**config.mk**
```make
export PLATFORM = sky130hd
export DESIGN_NAME = wb_scheduler_flat
export DESIGN_NICKNAME = d
export VERILOG_FILES = /design/src/rtl/risc_pkg.sv /design/src/rtl/wb_scheduler_if.sv /design/src/rtl/rr_arb2.sv /design/src/rtl/wb_scheduler.sv /design/src/flat_wrapper.sv
export SDC_FILE = /design/constraint.sdc
export NUM_CORES = 1
export LEC_CHECK = 0
export CORE_MARGIN = 10
export CORE_UTILIZATION = 60
export CTS_CLUSTER_DIAMETER = 150
export DETAILED_ROUTE_END_ITERATION = 8
export DONT_BUFFER_PORTS = 1
export HOLD_SLACK_MARGIN = 0.03
export PLACE_DENSITY = 0.8
export SETUP_SLACK_MARGIN = 0.15
export SLEW_MARGIN = 40
export SYNTH_ARGS = -nofsm -noshare
export SYNTH_HDL_FRONTEND = slang
export SYNTH_SLANG_ARGS = --single-unit
export TNS_END_PERCENT = 5
```
**constraint.sdc**
```tcl
create_clock -name clk -period 2.27 [get_ports clk]
set_clock_uncertainty 0.2 [all_clocks]
set_input_delay 0.227 -clock clk [delete_from_list [all_inputs] [get_ports clk]]
set_output_delay 0.227 -clock clk [all_outputs]
set_load 0.05 [all_outputs]
```
**src/rtl/risc_pkg.sv**
```systemverilog
// Shared constants and types for the writeback path: data width, register
// count, register index type and the last-grant source encoding.
package risc_pkg;

  localparam int XLEN = 32;
  localparam int NREG = 32;
  localparam int RAW  = $clog2(NREG);

  typedef enum logic {
    WB_ALU = 1'b0,
    WB_MEM = 1'b1
  } wb_src_e;

  typedef logic [RAW-1:0]  reg_idx_t;
  typedef logic [XLEN-1:0] xdat_t;

endpackage

```
**src/rtl/wb_scheduler_if.sv**
```systemverilog
// Bus bundle between the writeback sources, the issue stage and the register file.
// WB_BYPASS_EN adds the forwarding outputs q_fwd0/1 and q_fdat0/1.
interface wb_scheduler_if;
  import risc_pkg::*;

  logic     alu_valid;
  reg_idx_t alu_rd;
  xdat_t    alu_dat;
  logic     alu_ready;

  logic     mem_valid;
  reg_idx_t mem_rd;
  xdat_t    mem_dat;
  logic     mem_ready;

  logic     iss_valid;
  reg_idx_t iss_rd;
  logic     iss_ready;

  reg_idx_t q_reg0;
  reg_idx_t q_reg1;
  logic     q_busy0;
  logic     q_busy1;
`ifdef WB_BYPASS_EN
  logic     q_fwd0;
  logic     q_fwd1;
  xdat_t    q_fdat0;
  xdat_t    q_fdat1;
`endif

  reg_idx_t w_reg;
  xdat_t    w_dat;
  logic     write;

  modport slave (
`ifdef WB_BYPASS_EN
    output q_fwd0, q_fwd1, q_fdat0, q_fdat1,
`endif
    input  alu_valid, alu_rd, alu_dat,
    output alu_ready,
    input  mem_valid, mem_rd, mem_dat,
    output mem_ready,
    input  iss_valid, iss_rd,
    output iss_ready,
    input  q_reg0, q_reg1,
    output q_busy0, q_busy1,
    output w_reg, w_dat, write
  );

  modport master (
`ifdef WB_BYPASS_EN
    input  q_fwd0, q_fwd1, q_fdat0, q_fdat1,
`endif
    output alu_valid, alu_rd, alu_dat,
    input  alu_ready,
    output mem_valid, mem_rd, mem_dat,
    input  mem_ready,
    output iss_valid, iss_rd,
    input  iss_ready,
    output q_reg0, q_reg1,
    input  q_busy0, q_busy1,
    input  w_reg, w_dat, write
  );

endinterface

```
**src/rtl/rr_arb2.sv**
```systemverilog
// Two-requester round-robin arbiter; req[0]=ALU, req[1]=MEM. The last-grant
// flag only moves when adv reports a transfer, so a waiting source always wins next.
//
//   state  | meaning
//   WB_ALU | ALU won the last transfer, MEM wins the next tie
//   WB_MEM | MEM won the last transfer (reset), ALU wins the next tie
module rr_arb2
  import risc_pkg::*;
(
  input  logic       clk,
  input  logic       rst_n,
  input  logic [1:0] req,
  input  logic       adv,
  output logic [1:0] gnt
);

  wb_src_e last_q;
  wb_src_e last_d;

  always_ff @(posedge clk or negedge rst_n) begin
    if (!rst_n) begin
      last_q <= WB_MEM;
    end else begin
      last_q <= last_d;
    end
  end

  always_comb begin
    gnt    = 2'b00;
    last_d = last_q;
    case (req)
      2'b01:   gnt = 2'b01;
      2'b10:   gnt = 2'b10;
      2'b11:   gnt = (last_q == WB_MEM) ? 2'b01 : 2'b10;
      default: gnt = 2'b00;
    endcase
    if (adv && (gnt != 2'b00)) begin
      last_d = gnt[1] ? WB_MEM : WB_ALU;
    end
  end

endmodule

```
**src/rtl/wb_scheduler.sv**
```systemverilog
// Writeback scheduler: arbitrates ALU/load results onto the register file
// write port and tracks pending destinations. WB_BYPASS_EN enables forwarding.
module wb_scheduler #(
  parameter int XLEN = risc_pkg::XLEN,
  parameter int NREG = risc_pkg::NREG
) (
  input logic            clk,
  input logic            rst_n,
  wb_scheduler_if.slave  bus
);
  import risc_pkg::*;

  localparam int RAW = $clog2(NREG);

  logic [1:0]      gnt;
  logic            alu_fire;
  logic            mem_fire;
  logic            any_fire;
  logic [RAW-1:0]  win_rd;
  logic [XLEN-1:0] win_dat;
  logic            win_write;

  logic            write_q;
  logic [RAW-1:0]  w_reg_q;
  logic [XLEN-1:0] w_dat_q;

  logic [NREG-1:0] sb_q;
  logic [NREG-1:0] sb_d;
  logic            iss_ok;
  logic            iss_fire;

  rr_arb2 u_arb (
    .clk   (clk),
    .rst_n (rst_n),
    .req   ({bus.mem_valid, bus.alu_valid}),
    .adv   (any_fire),
    .gnt   (gnt)
  );

  assign bus.alu_ready = gnt[0];
  assign bus.mem_ready = gnt[1];
  assign alu_fire      = bus.alu_valid & gnt[0];
  assign mem_fire      = bus.mem_valid & gnt[1];
  assign any_fire      = alu_fire | mem_fire;

  assign win_rd    = mem_fire ? bus.mem_rd  : bus.alu_rd;
  assign win_dat   = mem_fire ? bus.mem_dat : bus.alu_dat;
  // x0 results are handshaken but never reach the register file.
  assign win_write = any_fire && (win_rd != '0);

  always_ff @(posedge clk or negedge rst_n) begin
    if (!rst_n) begin
      write_q <= 1'b0;
      w_reg_q <= '0;
      w_dat_q <= '0;
    end else begin
      write_q <= win_write;
      if (win_write) begin
        w_reg_q <= win_rd;
        w_dat_q <= win_dat;
      end
    end
  end

  assign bus.write = write_q;
  assign bus.w_reg = w_reg_q;
  assign bus.w_dat = w_dat_q;

`ifdef WB_BYPASS_EN
  logic hit0;
  logic hit1;

  // A register being written this cycle may be reallocated in the same cycle.
  assign iss_ok = !sb_q[bus.iss_rd] || (write_q && (w_reg_q == bus.iss_rd));

  assign hit0        = write_q && (w_reg_q == bus.q_reg0) && (w_reg_q != '0);
  assign hit1        = write_q && (w_reg_q == bus.q_reg1) && (w_reg_q != '0);
  assign bus.q_fwd0  = hit0;
  assign bus.q_fwd1  = hit1;
  assign bus.q_fdat0 = w_dat_q;
  assign bus.q_fdat1 = w_dat_q;
  assign bus.q_busy0 = sb_q[bus.q_reg0] && !hit0;
  assign bus.q_busy1 = sb_q[bus.q_reg1] && !hit1;
`else
  assign iss_ok      = !sb_q[bus.iss_rd];
  assign bus.q_busy0 = sb_q[bus.q_reg0];
  assign bus.q_busy1 = sb_q[bus.q_reg1];
`endif

  assign bus.iss_ready = iss_ok;
  assign iss_fire      = bus.iss_valid && iss_ok && (bus.iss_rd != '0);

  // Set is applied after clear so a same-cycle reallocation stays pending.
  always_comb begin
    sb_d = sb_q;
    if (write_q) begin
      sb_d[w_reg_q] = 1'b0;
    end
    if (iss_fire) begin
      sb_d[bus.iss_rd] = 1'b1;
    end
    sb_d[0] = 1'b0;
  end

  always_ff @(posedge clk or negedge rst_n) begin
    if (!rst_n) begin
      sb_q <= '0;
    end else begin
      sb_q <= sb_d;
    end
  end

endmodule

```
**src/flat_wrapper.sv**
```systemverilog
// flat-port wrapper written by rule: the top's interface ports become plain ports
module wb_scheduler_flat import risc_pkg::*;
#(
  parameter int XLEN = risc_pkg::XLEN,
  parameter int NREG = risc_pkg::NREG
)
  (clk, rst_n, bus_alu_valid, bus_alu_rd, bus_alu_dat, bus_alu_ready, bus_mem_valid, bus_mem_rd, bus_mem_dat, bus_mem_ready, bus_iss_valid, bus_iss_rd, bus_iss_ready, bus_q_reg0, bus_q_reg1, bus_q_busy0, bus_q_busy1, bus_w_reg, bus_w_dat, bus_write);
  wb_scheduler_if bus_i ();
  input logic clk;
  input logic rst_n;
  input wire logic [$bits(bus_i.alu_valid)-1:0] bus_alu_valid;
  input wire logic [$bits(bus_i.alu_rd)-1:0] bus_alu_rd;
  input wire logic [$bits(bus_i.alu_dat)-1:0] bus_alu_dat;
  output wire logic [$bits(bus_i.alu_ready)-1:0] bus_alu_ready;
  input wire logic [$bits(bus_i.mem_valid)-1:0] bus_mem_valid;
  input wire logic [$bits(bus_i.mem_rd)-1:0] bus_mem_rd;
  input wire logic [$bits(bus_i.mem_dat)-1:0] bus_mem_dat;
  output wire logic [$bits(bus_i.mem_ready)-1:0] bus_mem_ready;
  input wire logic [$bits(bus_i.iss_valid)-1:0] bus_iss_valid;
  input wire logic [$bits(bus_i.iss_rd)-1:0] bus_iss_rd;
  output wire logic [$bits(bus_i.iss_ready)-1:0] bus_iss_ready;
  input wire logic [$bits(bus_i.q_reg0)-1:0] bus_q_reg0;
  input wire logic [$bits(bus_i.q_reg1)-1:0] bus_q_reg1;
  output wire logic [$bits(bus_i.q_busy0)-1:0] bus_q_busy0;
  output wire logic [$bits(bus_i.q_busy1)-1:0] bus_q_busy1;
  output wire logic [$bits(bus_i.w_reg)-1:0] bus_w_reg;
  output wire logic [$bits(bus_i.w_dat)-1:0] bus_w_dat;
  output wire logic [$bits(bus_i.write)-1:0] bus_write;
  assign bus_i.alu_valid = bus_alu_valid;
  assign bus_i.alu_rd = bus_alu_rd;
  assign bus_i.alu_dat = bus_alu_dat;
  assign bus_alu_ready = bus_i.alu_ready;
  assign bus_i.mem_valid = bus_mem_valid;
  assign bus_i.mem_rd = bus_mem_rd;
  assign bus_i.mem_dat = bus_mem_dat;
  assign bus_mem_ready = bus_i.mem_ready;
  assign bus_i.iss_valid = bus_iss_valid;
  assign bus_i.iss_rd = bus_iss_rd;
  assign bus_iss_ready = bus_i.iss_ready;
  assign bus_i.q_reg0 = bus_q_reg0;
  assign bus_i.q_reg1 = bus_q_reg1;
  assign bus_q_busy0 = bus_i.q_busy0;
  assign bus_q_busy1 = bus_i.q_busy1;
  assign bus_w_reg = bus_i.w_reg;
  assign bus_w_dat = bus_i.w_dat;
  assign bus_write = bus_i.write;
  wb_scheduler #(.XLEN(XLEN), .NREG(NREG)) u_core (.clk(clk), .rst_n(rst_n), .bus(bus_i));
endmodule
```
==> impl_metrics.csv <==
group,metric,value,unit
hold_path,worst_hold_path_type,"in2reg",
hold_path,holdPathStages,3,
routing,wl,16.6,mm
pwr,irDropWorstVdd,472,µV
clock_network,worst_skew_pair.late_latency,0.35,ns
global_route,overflow,0,
place,post-dp-hpwl,8.86,mm
critical_path,path_cells,"mux2i_2 > mux4_2 > or3_1 > nand4_1 > buf_6",
sta,finalHoldViolations,0,
die,die-width,104,µm
sta,worstMarginPinSlew,0.846,ns
clock_network,clock_sinks,70,
place,placement.io_buffers,0,
pwr,p_leak,0.00225,µW
routing,vias_per_cell,7.10,
finish,final_net_count,563,
routing,drtIter0Drc,540,
clock_network,cts_root_buf,"clkbuf_8",
clock_network,numCtsBuffers,9,
status,status,"finished with violations",
critical_path,required,1.84,ns
critical_path,r2r_cells,4,
critical_path,r2r_slack,0.16,ns
routing,drt-wirelength-per-cell,29.1,µm
clock_network,cts_tree,"yes",
die,core,6830,µm²
die,initial_utilization,62.2,%
global_route,grt_max_degree,71,
sta,setup_ws,-0.137,ns
sta,slew_headroom,43.1,%
die,die_area,10800,µm²
sta,fin_crit_sh,106,%
finish,layout_common_cells,"dlygate4sd3_1 (84), mux2_2 (70), dfrtp_1 (69)",
routing,drc,0,
finish,area_growth,30.2,%
die,die_h,104,µm
die,rows,30,
sta,fmax,0.415,GHz
sta,setup_viol,3,
logic_synthesis,ys_warn_count,0,
finish,largest_register_ffs,32,
logic_synthesis,yosysUniqueCellTypes,39,
global_route,grt_pass1_vias,4295,
die,io_pins,137,
clock_network,clk_pin_slew_worst_paths,0.08,ns
critical_path,critPathMaxStageDelay,0.49,ns
routing,detail-route-antenna-nets,0,
routing,routed-via-count,4060,
sta,setup_tns,-0.358,ns
sta,rsz0062_at_grt,"yes",
global_route,antenna_found_initial,3,
finish,final_common_cell,"dlygate4sd3_1",
logic_synthesis,syn_avg_cell_area,11.4,µm²
logic_synthesis,synthesis.area,4250,µm²
critical_path,cp.arrival,1.98,ns
finish,drive_above_1_share,26.4,%
clock_network,clk_path_buf_depth,2,
logic_synthesis,synthCells,373,
critical_path,crit_type,"reg2out",
place,gp_congestion,0.894,
job,drv_cap,0,
critical_path,critPathMaxFanout,4,
critical_path,crit_path_end_kind,"primary output",
finish,final_util,81.0,%
clock_network,htreeDepth,3,
status,failed_checks,"setup timing",
pwr,p_per_area,917,nW/µm²
logic_synthesis,synth-seq-cells,70,
logic_synthesis,yosysSeqAreaShare,41.3,%
global_route,grt_util_all_layers,29.5,%
routing,drt_first_pass_iters,5,
critical_path,crit_slowest_cell,"mux4_2",
sta,drv_slew,0,
sta,period_needed,2.41,ns
critical_path,start_kind,"register",
global_route,grt_pass1_wl,25.4,mm
logic_synthesis,syn-num-nets,467,
==> cells in the mapped netlist <==
library cell,instances,share of area (%)
or3b_2,2,0.41
nor2b_1,6,0.88
or4b_1,1,0.24
buf_6,3,0.79
nand2b_1,6,0.88
mux2i_1,39,9.2
nand2_1,9,0.79
a221oi_1,1,0.21
nor2_1,7,0.62
o41ai_1,1,0.21
a211o_1,1,0.21
a211oi_1,1,0.18
nand3b_1,8,1.4
a311oi_4,1,0.62
and2_1,1,0.15
nor3_2,1,0.24
clkbuf_1,10,0.88
or4_1,2,0.35
mux2_1,2,0.53
o21a_1,1,0.18
nand4_1,2,0.29
inv_1,5,0.44
dfstp_2,1,0.62
o22ai_1,2,0.29
a21boi_4,1,0.44
nand3_1,17,2.0
nor4_1,1,0.15
a21oi_1,7,0.82
o31ai_1,7,1.2
dfrtp_1,69,41
buf_2,6,0.71
o221ai_1,1,0.21
o21ai_0,55,6.5
a22oi_1,7,1.2
or3_1,6,0.88
buf_1,1,0.088
nor3_1,1,0.12
mux2_2,70,19
mux4_2,11,5.8
==> worst max-delay path, delay by kind of cell (launching register included) <==
family	cells	cell delay, ns
AND/OR/NAND/NOR	2	0.42
buffers and inverters	1	0.17
flip-flops	1	0.43
multiplexers	2	0.61
==> final timing paths <==
check                                                 from                               end
setup / recovery                 u_core.sb_q[16]$_DFF_PN0_                       bus_q_busy1
hold / removal                               bus_iss_rd[1]          u_core.sb_q[8]$_DFF_PN0_
setup reg to reg           u_core.u_arb.last_q$_DFFE_PN1P_  u_core.bus.w_dat[22]$_DFFE_PN0P_
hold reg to reg            u_core.bus.w_reg[1]$_DFFE_PN0P_   u_core.bus.w_reg[1]$_DFFE_PN0P_
max in group asynchronous                            rst_n   u_core.u_arb.last_q$_DFFE_PN1P_
min in group asynchronous                            rst_n  u_core.bus.w_dat[13]$_DFFE_PN0P_
==> power breakdown <==
part	leakage (µW)	total (µW)	switching [µW]	internal (µW)
logic	0.00134	1800	913	886
registers	0.000825	2340	728	1620
clock network	0.0000866	930	479	451
==> layout make-up <==
| class | instances | area (µm²) |
|---|---|---|
| timing repair buffer | 105 | 1060 |
| sequential | 70 | 1750 |
| clock inverter | 1 | 5.00 |
| fill | 367 | 1300 |
| tap | 96 | 120 |
| multi-input combinational | 278 | 2410 |
| inverter | 5 | 18.8 |
| antenna | 3 | 7.51 |
| clock buffer | 14 | 163 |
==> kinds of logic (layout without fill, tap and decap cells) <==
family                 count (synthesis)  count (layout)  synth area share (%)
AOI/OAI and AO/OA                     86              86                  12.3
buffers and inverters                 25             125                  2.92
DFF                                   70              70                  41.3
muxes                                122             122                  34.1
other                                  0               3                     0
and+or+nand+nor                       70              70                  9.42
==> metrics by stage <==
step | total power, µW | hold slack, ns | worst slack, ns | instances | instance area, µm²
after detailed placement | 3690 | -0.267 | 0.208 | 464 | 4410
after CTS | 4810 | 0.0420 | -0.136 | 569 | 5520
final | 5070 | 0.0698 | -0.137 | 572 | 5530
after global placement | 3620 | -0.267 | 0.232 | 464 | 4410
after global routing | 5250 | 0.0912 | -0.195 | 572 | 5530
after floorplan | 3280 | -0.269 | 0.0918 | 373 | 4260
==> timing repair <==
item	CTS	global route
hold endpoints to repair	139	0
setup buffers	4	0
endpoints found under the setup margin	3	4
pin swaps	4	2
cloned	0	0
hold buffers	86	0
gates resized for setup	6	2
==> layer usage <==
metal | routed length (µm) | vias up | track usage, %
li1 | - | 1609 | -
met3 | 2550 | 102 | 12.6
met2 | 7970 | 417 | 48.0
met5 | 0 | - | 0
met4 | 806 | 0 | 15.7
met1 | 5300 | 1932 | 31.8
Power figures use the tool's default switching activity.
==> patch 1, RTL diff (same settings) <==
Change the package constant `XLEN` from 32 to 64.
--- a/src/rtl/risc_pkg.sv
+++ b/src/rtl/risc_pkg.sv
@@ -4,3 +4,3 @@
 
-  localparam int XLEN = 32;
+  localparam int XLEN = 64;
   localparam int NREG = 32;
Interface: changed (resized bus_alu_dat, bus_mem_dat and bus_w_dat); port bits go from 137 to 233. No check against the original RTL was run, so the function may have changed too.
==> patch 1 against the unedited design <==
  * The run now fails in clock tree synthesis
  * Synthesized area up 33%
  * Synthesized cell count is 18% higher
==> patch 1: results (changes against the unedited design) <==
| Metric | Value |
|---|---|
| Status | `aborted with a tool error (was finished, violations left)` |
| Halt Stage | `clock tree synthesis` |
| Error message | `[ERROR RSZ-0060] Max buffer count reached.` |
| Placed cell area | `5843 sq um (was 4413 sq um)` |
| # Post-CTS Setup Buffers | `5 (was 4)` |
| Clock Path Buffers | `2 (unchanged)` |
| Gp weighted congestion | `0.9300 (was 0.8935)` |
| Syn. warnings | `0 (unchanged)` |
| Hold Buf Count CTS | `116 (was 86)` |
| Ys async rst share | `100.0% (unchanged)` |
| Predominant post-synthesis flop cell | `dfrtp_1 (unchanged)` |
| Register bit total from synthesis | `102 (was 70)` |
| Die width | `117.2 um (was 104.2 um)` |
| Port Buffers | `0 (unchanged)` |
| Synth cell types | `41 (was 39)` |
| Root Buffer | `clkbuf_8 (unchanged)` |
| Synth cell count leaders | `mux2_2, dfrtp_1, o21ai_0 (unchanged)` |
| Top cells by area, synth | `dfrtp_1, mux2_2, mux4_2 (was dfrtp_1, mux2_2, mux2i_1)` |
| H-tree lvl count | `3 (unchanged)` |
| Net Count, Synth | `600 (was 467)` |
| Count leader, synth | `mux2_2 (unchanged)` |
| Total CTS buffers | `9 (unchanged)` |
| Post-CTS Resized | `6 (unchanged)` |
| Register area share after synthesis | `45.06% (was 41.25%)` |
| HPWL after DPL | `12030 um (was 8856 um)` |
-- patch 1: cells by family after synthesis --
logic type | share of synthesized area (%)
AO/OA/AOI/OAI | 8.102
multiplexers | 37.35
AND/OR/NAND/NOR | 6.976
buffers and inverters | 2.516
flip-flops | 45.06
-- patch 1: through the flow --
step | setup slack, ns | setup TNS, ns | hold WS, ns | utilization [%] | std cells
detailed placement | 0.09563 | 0 | -0.2662 | 63.24 | 555
global placement | 0.1405 | 0 | -0.2657 | 63.24 | 555
floorplan | -0.01406 | -0.01406 | -0.2686 | - | 442
==> patch 2, RTL diff (config.mk and constraints unchanged) <==
Made on the original files. Reset style: synchronous (`rst_n`), changed in 3 clocked blocks.
--- a/src/rtl/rr_arb2.sv
+++ b/src/rtl/rr_arb2.sv
@@ -19,3 +19,3 @@
 
-  always_ff @(posedge clk or negedge rst_n) begin
+  always_ff @(posedge clk) begin
     if (!rst_n) begin
--- a/src/rtl/wb_scheduler.sv
+++ b/src/rtl/wb_scheduler.sv
@@ -50,3 +50,3 @@
 
-  always_ff @(posedge clk or negedge rst_n) begin
+  always_ff @(posedge clk) begin
     if (!rst_n) begin
@@ -104,3 +104,3 @@
 
-  always_ff @(posedge clk or negedge rst_n) begin
+  always_ff @(posedge clk) begin
     if (!rst_n) begin
Function: differs if rst_n is asserted again (counterexample within 4 cycles, from zero or initial values and one cycle with rst_n low); with rst_n held inactive, the same outputs for 4 cycles.
==> patch 2 against the unedited design <==
  * The flow still finishes with violations (negative setup slack)
  * Highest routed layer unchanged
  * Worst setup slack lost 0.065 ns
  * Design area shrank 5.1%
  * Count of clock-buffer cells in the layout shrank 4
  * Sequential cell count is the same
  * Synthesized area shrank 8.8%
  * Critical path type is now in -> out
  * Wire length shrank 4.1%
Power is not compared: it rests on default switching activity, and its combinational part moved more than twofold at a synthesized area within 25%.
==> patch 2: results (changes against the unedited design) <==
| Metric | Value |
|---|---|
| Status | `finished, violations left (unchanged)` |
| Failing checks | `negative setup slack (unchanged)` |
| Synth Area in Compound Gates | `21.95% (was 12.31%)` |
| Setup ws final | `-0.2016 ns (was -0.1371 ns)` |
| Post-CTS Resized | `9 (was 6)` |
| Vias per std cell | `7.313 (was 7.098)` |
| Hold WS | `0.06036 ns (was 0.06976 ns)` |
| Initial DRC count | `525 (was 540)` |
| R2R Setup Slk | `0.10 ns (was 0.16 ns)` |
| Register area share after synthesis | `36.15% (was 41.25%)` |
| Fraction of layout cells with a size suffix above 1 | `23.87% (was 26.43%)` |
| Worst path max stage delay | `0.63 ns (was 0.49 ns)` |
| Min-delay src | `bus_iss_rd[2] (was bus_iss_rd[1])` |
| Met3 GRT Util | `12.09% (was 12.58%)` |
| Hold depth | `2 (was 3)` |
| Crit path from | `bus_iss_rd[3] (was u_core.sb_q[16])` |
| Synth cell types | `40 (was 39)` |
| Top cells by area, synth | `dfxtp_1, mux4_2, mux2i_1 (was dfrtp_1, mux2_2, mux2i_1)` |
| Max FO, Critical Path | `8 (was 4)` |
| Vias in the first global route | `4085 (was 4295)` |
| Largest net degree at the start of global routing | `73 (was 71)` |
| Placed cell area | `3964 sq um (was 4413 sq um)` |
| Global-route wire length before repair | `23200 um (was 25370 um)` |
| Worst hold endpoint | `u_core.sb_q[5] (was u_core.sb_q[8])` |
| Gr usage total | `29.02% (was 29.47%)` |
| Placed cell count | `437 (was 464)` |
| Setup TNS | `-0.5783 ns (was -0.3584 ns)` |
| Worst R2R Start | `u_core.sb_q[24] (was u_core.u_arb.last_q)` |
| Synth cell count leaders | `dfxtp_1, nor2_1, mux2i_1 (was mux2_2, dfrtp_1, o21ai_0)` |
| Predominant post-synthesis flop cell | `dfxtp_1 (was dfrtp_1)` |
| CP top delay family | `simple AND/OR/NAND/NOR gates (was multiplexers)` |
| Post-synthesis xor/xnor area fraction | `0% (unchanged)` |
| Mapped Cells | `382 (was 373)` |
| Worst-Margin Slew | `0.8853 ns (was 0.8462 ns)` |
| Reg2reg end | `u_core.sb_q[24] (was u_core.bus.w_dat[22])` |
| CP max stage cell | `dlygate4sd3_1 (was mux4_2)` |
| Final setup fails | `3 (unchanged)` |
| Place WS | `0.1759 ns (was 0.2079 ns)` |
| Mux cell area share after synthesis | `25.11% (was 34.10%)` |
| Critical path arrival | `2.04 ns (was 1.98 ns)` |
| Hold Buf Count CTS | `86 (unchanged)` |
| End of the critical path | `bus_iss_ready (was bus_q_busy1)` |
| Global routing met2 resource utilization | `46.54% (was 48.02%)` |
| Total CTS buffers | `9 (unchanged)` |
| Met1 Use GR | `31.69% (was 31.81%)` |
| Register-to-Register Path Depth | `7 (was 4)` |
| Gp weighted congestion | `0.8774 (was 0.8935)` |
| Non-Filler Instances | `547 (was 572)` |
| HPWL after DPL | `8213 um (was 8856 um)` |
| Net Count, Synth | `476 (was 467)` |
## patch 2: changes by cell type in the layout (fill, tap and decap cells not counted), moves of 31 or more
| cell | change |
|---|---|
| dfrtp_1 | -69 |
| dfxtp_1 | +58 |
| mux2_2 | -69 |
| nor2_1 | +37 |
| o211ai_1 | +31 |
| o21ai_0 | -54 |
## patch 2: area by class of cell
cell class | instances | area [sq um]
clock inverters | 6 | 62.56
fillers | 334 | 1065
clock buffers | 10 | 127.6
repair buffers | 101 | 1008
well taps | 77 | 96.34
flip-flops and latches | 70 | 1416
inverters | 1 | 3.754
diodes | 5 | 12.51
multi-input cells | 277 | 2521
## patch 2: metal layers
layer,part of all wire [%],wire (um),up-vias
met3,14,2260,70
met1,33,5316,1886
met5,0,0,-
met4,4.2,678,0
li1,-,-,1665
met2,48,7702,379
## patch 2: report_power, final
part,total (mW),internal [mW],switching (mW)
sequential,1.56,1.30,0.260
clock,1.03,0.507,0.528
combinational,0.592,0.273,0.319
